**src/rtl/sample_expand.sv**
```systemverilog
// Transmit-path up-converter: buffers 22-bit I/Q samples, interpolates them by RATE
// with a 2-stage CIC, mixes them with an NCO carrier and drives an offset-binary 12-bit DAC.
module sample_expand #(
  parameter int RATE = 64
) (
  input  logic        sys_clk,
  input  logic        sys_rstn,
  input  logic [47:0] s_sample_data,
  input  logic        s_sample_valid,
  output logic        s_sample_ready,
  input  logic [31:0] s_convert_config_data,
  output logic [11:0] m_dac_data,
  output logic        m_dac_valid,
  output logic        m_underflow
);
  localparam int LG = $clog2(RATE);
  localparam int CW = 22 + 2 * LG;

  // Handshake: a sample transfers on any cycle where s_sample_valid && s_sample_ready;
  // ready is simply "buffer empty", so the source may hold valid high indefinitely.
  logic               buf_full_q, buf_full_d;
  logic signed [21:0] i_buf_q, i_buf_d, q_buf_q, q_buf_d;
  logic [LG-1:0]      cnt_q, cnt_d;
  logic               tick;

  logic signed [CW-1:0] x_prev_q [2];
  logic signed [CW-1:0] x_prev_d [2];
  logic signed [CW-1:0] c1_prev_q [2];
  logic signed [CW-1:0] c1_prev_d [2];
  logic signed [CW-1:0] i1_q [2];
  logic signed [CW-1:0] i1_d [2];
  logic signed [CW-1:0] i2_q [2];
  logic signed [CW-1:0] i2_d [2];
  logic signed [CW-1:0] x_in [2];
  logic signed [CW-1:0] c1 [2];
  logic signed [CW-1:0] c2 [2];
  logic signed [21:0]   cic_out [2];

  logic [15:0]        p_q, p_d;
  logic signed [11:0] sin_s1_q, sin_s1_d, cos_s1_q, cos_s1_d;
  logic signed [21:0] i_s1_q, i_s1_d, q_s1_q, q_s1_d;
  logic signed [33:0] prod_i_q, prod_i_d, prod_q_q, prod_q_d;
  logic [11:0]        dac_q, dac_d;
  logic [1:0]         vcnt_q, vcnt_d;

  logic signed [34:0] y_sum;
  logic signed [13:0] y_shift;
  logic [11:0]        y_sat;
  logic               cfg_unused;

  assign cfg_unused     = ^{s_convert_config_data[31:16], s_sample_data[47:46], s_sample_data[23:22]};
  assign s_sample_ready = !buf_full_q;
  assign tick           = &cnt_q;
  assign m_underflow    = tick && !buf_full_q;
  assign m_dac_data     = dac_q;
  assign m_dac_valid    = (vcnt_q == 2'd3);

  // Quarter-wave fold of the 64-entry table round(2047*sin(2*pi*n/64)).
  function automatic logic signed [11:0] sin_lut(input logic [5:0] n);
    logic [4:0]         a;
    logic signed [11:0] m;
    a = n[4] ? (5'd16 - {1'b0, n[3:0]}) : {1'b0, n[3:0]};
    case (a)
      5'd0:    m = 12'sd0;
      5'd1:    m = 12'sd201;
      5'd2:    m = 12'sd399;
      5'd3:    m = 12'sd594;
      5'd4:    m = 12'sd783;
      5'd5:    m = 12'sd965;
      5'd6:    m = 12'sd1137;
      5'd7:    m = 12'sd1299;
      5'd8:    m = 12'sd1447;
      5'd9:    m = 12'sd1582;
      5'd10:   m = 12'sd1702;
      5'd11:   m = 12'sd1805;
      5'd12:   m = 12'sd1891;
      5'd13:   m = 12'sd1959;
      5'd14:   m = 12'sd2008;
      5'd15:   m = 12'sd2037;
      5'd16:   m = 12'sd2047;
      default: m = 12'sd0;
    endcase
    return n[5] ? -m : m;
  endfunction

  always_comb begin
    buf_full_d = buf_full_q;
    i_buf_d    = i_buf_q;
    q_buf_d    = q_buf_q;
    if (tick && buf_full_q) buf_full_d = 1'b0;
    if (s_sample_valid && s_sample_ready) begin
      buf_full_d = 1'b1;
      i_buf_d    = s_sample_data[45:24];
      q_buf_d    = s_sample_data[21:0];
    end
    cnt_d = cnt_q + 1'b1;

    // Comb section runs at the input rate; integrators run every cycle on zero-stuffed data.
    for (int r = 0; r < 2; r++) begin
      x_in[r]      = (tick && buf_full_q) ? CW'((r == 0) ? i_buf_q : q_buf_q) : '0;
      c1[r]        = x_in[r] - x_prev_q[r];
      c2[r]        = c1[r] - c1_prev_q[r];
      x_prev_d[r]  = tick ? x_in[r] : x_prev_q[r];
      c1_prev_d[r] = tick ? c1[r] : c1_prev_q[r];
      i1_d[r]      = i1_q[r] + (tick ? c2[r] : '0);
      i2_d[r]      = i2_q[r] + i1_q[r];
      cic_out[r]   = i2_q[r][LG +: 22];
    end

    p_d      = p_q + s_convert_config_data[15:0];
    sin_s1_d = sin_lut(p_q[15:10]);
    cos_s1_d = sin_lut(p_q[15:10] + 6'd16);
    i_s1_d   = cic_out[0];
    q_s1_d   = cic_out[1];
    prod_i_d = 34'(i_s1_q) * 34'(cos_s1_q);
    prod_q_d = 34'(q_s1_q) * 34'(sin_s1_q);

    y_sum   = 35'(prod_i_q) - 35'(prod_q_q);
    y_shift = 14'(y_sum >>> 21);
    if (y_shift > 14'sd2047)       y_sat = 12'h7FF;
    else if (y_shift < -14'sd2048) y_sat = 12'h800;
    else                           y_sat = y_shift[11:0];
    dac_d = y_sat ^ 12'h800;

    vcnt_d = (vcnt_q == 2'd3) ? vcnt_q : vcnt_q + 2'd1;
  end

  always_ff @(posedge sys_clk or negedge sys_rstn) begin
    if (!sys_rstn) begin
      buf_full_q <= 1'b0;
      i_buf_q    <= '0;
      q_buf_q    <= '0;
      cnt_q      <= '0;
      for (int r = 0; r < 2; r++) begin
        x_prev_q[r]  <= '0;
        c1_prev_q[r] <= '0;
        i1_q[r]      <= '0;
        i2_q[r]      <= '0;
      end
      p_q      <= '0;
      sin_s1_q <= '0;
      cos_s1_q <= '0;
      i_s1_q   <= '0;
      q_s1_q   <= '0;
      prod_i_q <= '0;
      prod_q_q <= '0;
      dac_q    <= 12'h800;
      vcnt_q   <= '0;
    end else begin
      buf_full_q <= buf_full_d;
      i_buf_q    <= i_buf_d;
      q_buf_q    <= q_buf_d;
      cnt_q      <= cnt_d;
      for (int r = 0; r < 2; r++) begin
        x_prev_q[r]  <= x_prev_d[r];
        c1_prev_q[r] <= c1_prev_d[r];
        i1_q[r]      <= i1_d[r];
        i2_q[r]      <= i2_d[r];
      end
      p_q      <= p_d;
      sin_s1_q <= sin_s1_d;
      cos_s1_q <= cos_s1_d;
      i_s1_q   <= i_s1_d;
      q_s1_q   <= q_s1_d;
      prod_i_q <= prod_i_d;
      prod_q_q <= prod_q_d;
      dac_q    <= dac_d;
      vcnt_q   <= vcnt_d;
    end
  end

endmodule
```
**config.mk**
```make
export PLATFORM = sky130hd
export DESIGN_NAME = sample_expand
export DESIGN_NICKNAME = d
export VERILOG_FILES = /design/src/rtl/sample_expand.sv
export SDC_FILE = /design/constraint.sdc
export NUM_CORES = 2
export LEC_CHECK = 0
export ABC_CLOCK_PERIOD_IN_PS = 8500
export BUFFER_PORTS_ARGS = -buffer_cell sky130_fd_sc_hd__buf_2
export CAP_MARGIN = 5
export CORE_ASPECT_RATIO = 1.5
export CORE_MARGIN = 2
export CORE_UTILIZATION = 35
export DETAILED_ROUTE_END_ITERATION = 7
export PLACE_DENSITY = 0.55
export SYNTH_ARGS = -nofsm -noshare
export SYNTH_HDL_FRONTEND = slang
export SYNTH_SLANG_ARGS = --single-unit
```
**constraint.sdc**
```tcl
create_clock -name sys_clk -period 8.5 [get_ports sys_clk]
set_input_delay 1.7 -clock sys_clk [delete_from_list [all_inputs] [get_ports sys_clk]]
set_output_delay 1.7 -clock sys_clk [all_outputs]
set_load 0.02 [all_outputs]
```
==> results.cfg <==
[status]
status = finished clean

[cells_and_area]
nNetsFinal = 5752
mostFrequentLayoutCells = 749 x inv_1, 512 x nand2_1, 485 x fa_1
finalInstanceArea_um2 = 48000
final_common_cell = inv_1
final_core_util_pct = 38.3
drive_gt1_share_pct = 5.85
syn_to_final_growth_pct = 8.58

[sta]
tightest_slew_ns = 1.07
slew_headroom_pct = 28.5
rsz0062_at_grt = false
fmax_ghz = 0.130
slew_viol_final = 0
finalCriticalPeriod_ns = 7.69
tns_ns = 0
post-route-period-util_pct = 90.5
setup_viol = 0
skew_ns = 0.0377
fin_ws_ns = 0.805
hold_violations = 0

[critical_path]
end_kind = flop
startpoint_type = flop
slowest_delay_ns = 0.41
path_max_fanout = 6
path_class = flop to flop
slowest_stage = fa_1
required_ns = 9.05
cp.arrival_ns = 8.24

[synth]
yosysSeqAreaShare_pct = 24.3
synth_area_leader_cell = dfrtp_1
synthFlopType = dfrtp_1
yosys.area_share.simple_pct = 14.4
synthXorXnorAreaFrac_pct = 5.51
synthMuxAreaShare_pct = 1.81
synth_edf_count = 0
synth_area_leaders = dfrtp_1 24%, fa_1 22%, ha_1 12%
synthAdderAreaFrac_pct = 33.8
postSynthCellCount = 4769
synth_top_area_share_pct = 24.2
ys_seq_elements = 429
avgSynthCellArea_um2 = 9.27
synth_top_family_by_area = adder cells
syn_area_um2 = 44200
async_reset_ff_share_pct = 100
synth_nets = 5754
synth_cell_types = 80
synth_compound_area_share_pct = 12.6
ys_warn_count = 0

[placed_design]
portBuffers = 77
dpl_cell_area_um2 = 46200
dp_slack_ns = 0.638
place.gp.congestion = 0.821
dp_hpwl_um = 78900

[grt]
grt.total_usage_pct = 15.7
grt_antenna_before_repair = 7
grt_pass1_vias = 33600
overflow = 0
grt_pass1_wl_um = 166000
grt_max_degree = 112

[power_and_ir_drop]
power.leakage_nw = 23.7
power_density_nw_per_um2 = 191
max-vdd-ir-drop_mv = 0.149
total_power_w = 0.00918

[cts]
cts_tree = yes
insertion_delay_ns = 0.62
cts_setup_buffers = 0
cts.clk_slew.worst_paths_ns = 0.09
cts.sinks = 429
htree_levels = 2
clockBufferDepth = 3
root_buffer = clkbuf_16
numCtsBuffers = 46

[die]
top_level_ports = 98
die_x_um = 294
row_count = 159
fp.coreArea_um2 = 125000
initial_core_util_pct = 35.3
dieArea_um2 = 129000
die_h_um = 439

[routing]
via_per_inst = 4.91
postRouteWirelength_um = 98100
ant_nets = 0
dr.pass1.iters = 5
drc_errors = 0
num_vias = 31500
wire_per_inst_um = 15.3
dr.first_iter.drc_count = 1185

[hold_path]
hold_class = flop to flop

[run]
drv_cap = 0
[final timing paths]
check,from,to,slack [ns],depth (start not counted)
worst max-delay path,cnt_q[0],i1_q[61],0.81,39
max in group asynchronous,sys_rstn,prod_i_q[10],5.65,3
worst max register to register,cnt_q[0],i1_q[61],0.81,39
worst min-delay path,cic_out[27],i_s1_q[5],0.36,0
min in group asynchronous,sys_rstn,c1_prev_q[27],1.09,1
worst min register to register,cic_out[27],i_s1_q[5],0.36,0
[per-stage QoR]
stage / hold slack (ns) / std cells
2_1_floorplan: 0.357 / 4769
3_3_place_gp: 0.371 / 6329
3_5_place_dp: 0.376 / 6329
4_1_cts: 0.371 / 6414
5_1_grt: 0.390 / 6414
6_report: 0.364 / 6417
[logic make-up (layout without fill, tap and decap cells)]
family / Yosys count / in the layout
mux: 72 / 72
xor+xnor: 274 / 274
flops: 429 / 429
buf+inv: 895 / 930
simple gates: 1349 / 1349
fa+ha+maj: 902 / 902
compound gates: 848 / 848
other cells: 0 / 3
[state kept, by name, summed over array words and instances, names as in the netlist]
| name | flops |
|---|---|
| buf_full_q | 1 |
| cnt_q | 6 |
| cic_out | 44 |
| i2_q | 12 |
| i_buf_q | 22 |
| prod_i_q | 34 |
| x_prev_q | 44 |
| i1_q | 56 |
| i_s1_q | 22 |
| vcnt_q | 2 |
| q_s1_q | 22 |
| m_dac_data | 12 |
| sin_s1_q | 12 |
| p_q | 16 |
| prod_q_q | 34 |
| cos_s1_q | 12 |
| q_buf_q | 22 |
| c1_prev_q | 56 |
[worst max-delay path: cells and delay by family, from the launching register on]
family / cells / cell delay (ns)
compound gates: 21 / 3.80
xor+xnor: 2 / 0.34
fa+ha+maj: 5 / 1.48
buf+inv: 1 / 0.19
flops: 1 / 0.38
mux: 1 / 0.14
simple gates: 9 / 1.28
[Yosys cell counts, types with 79 or more instances]
cell type,n
ha_1,417
and2_1,190
nand2_1,512
inv_1,749
a21o_1,152
clkbuf_1,139
o21ai_0,177
dfrtp_1,428
fa_1,485
xnor2_1,197
nand2b_1,79
nor2_1,275
a21oi_1,229
[what timing repair did]
action,4_1_cts,5_1_grt
endpoints found under the hold margin,0,0
setup endpoints to repair,0,1
resized for setup,0,1
hold buffers,0,0
[area by class of cell]
class                      instances  area, um2
fill                           12700      77400
multi-input combinational       3445      30100
sequential                       429      10700
inverter                         749       2810
tap                             1610       2010
clock buffer                      57       1260
timing repair buffer              96        563
clock inverter                    28        465
antenna                            3       7.51
[metal layers]
| layer | up-vias | track usage, % | wire (um) |
|---|---|---|---|
| met3 | 162 | 1.55 | 2520 |
| met2 | 373 | 30.4 | 53000 |
| met1 | 15500 | 17.8 | 39400 |
| met4 | 10 | 5.04 | 3160 |
| li1 | 15400 | - | - |
| met5 | - | 0 | 70 |
[report_power, final]
part           switching (W)  internal, W  total, W
sequential          0.000539      0.00234   0.00288
combinational        0.00240      0.00160   0.00400
clock               0.000916      0.00137   0.00229
total                0.00385      0.00532   0.00918
Power figures use the tool's default switching activity.
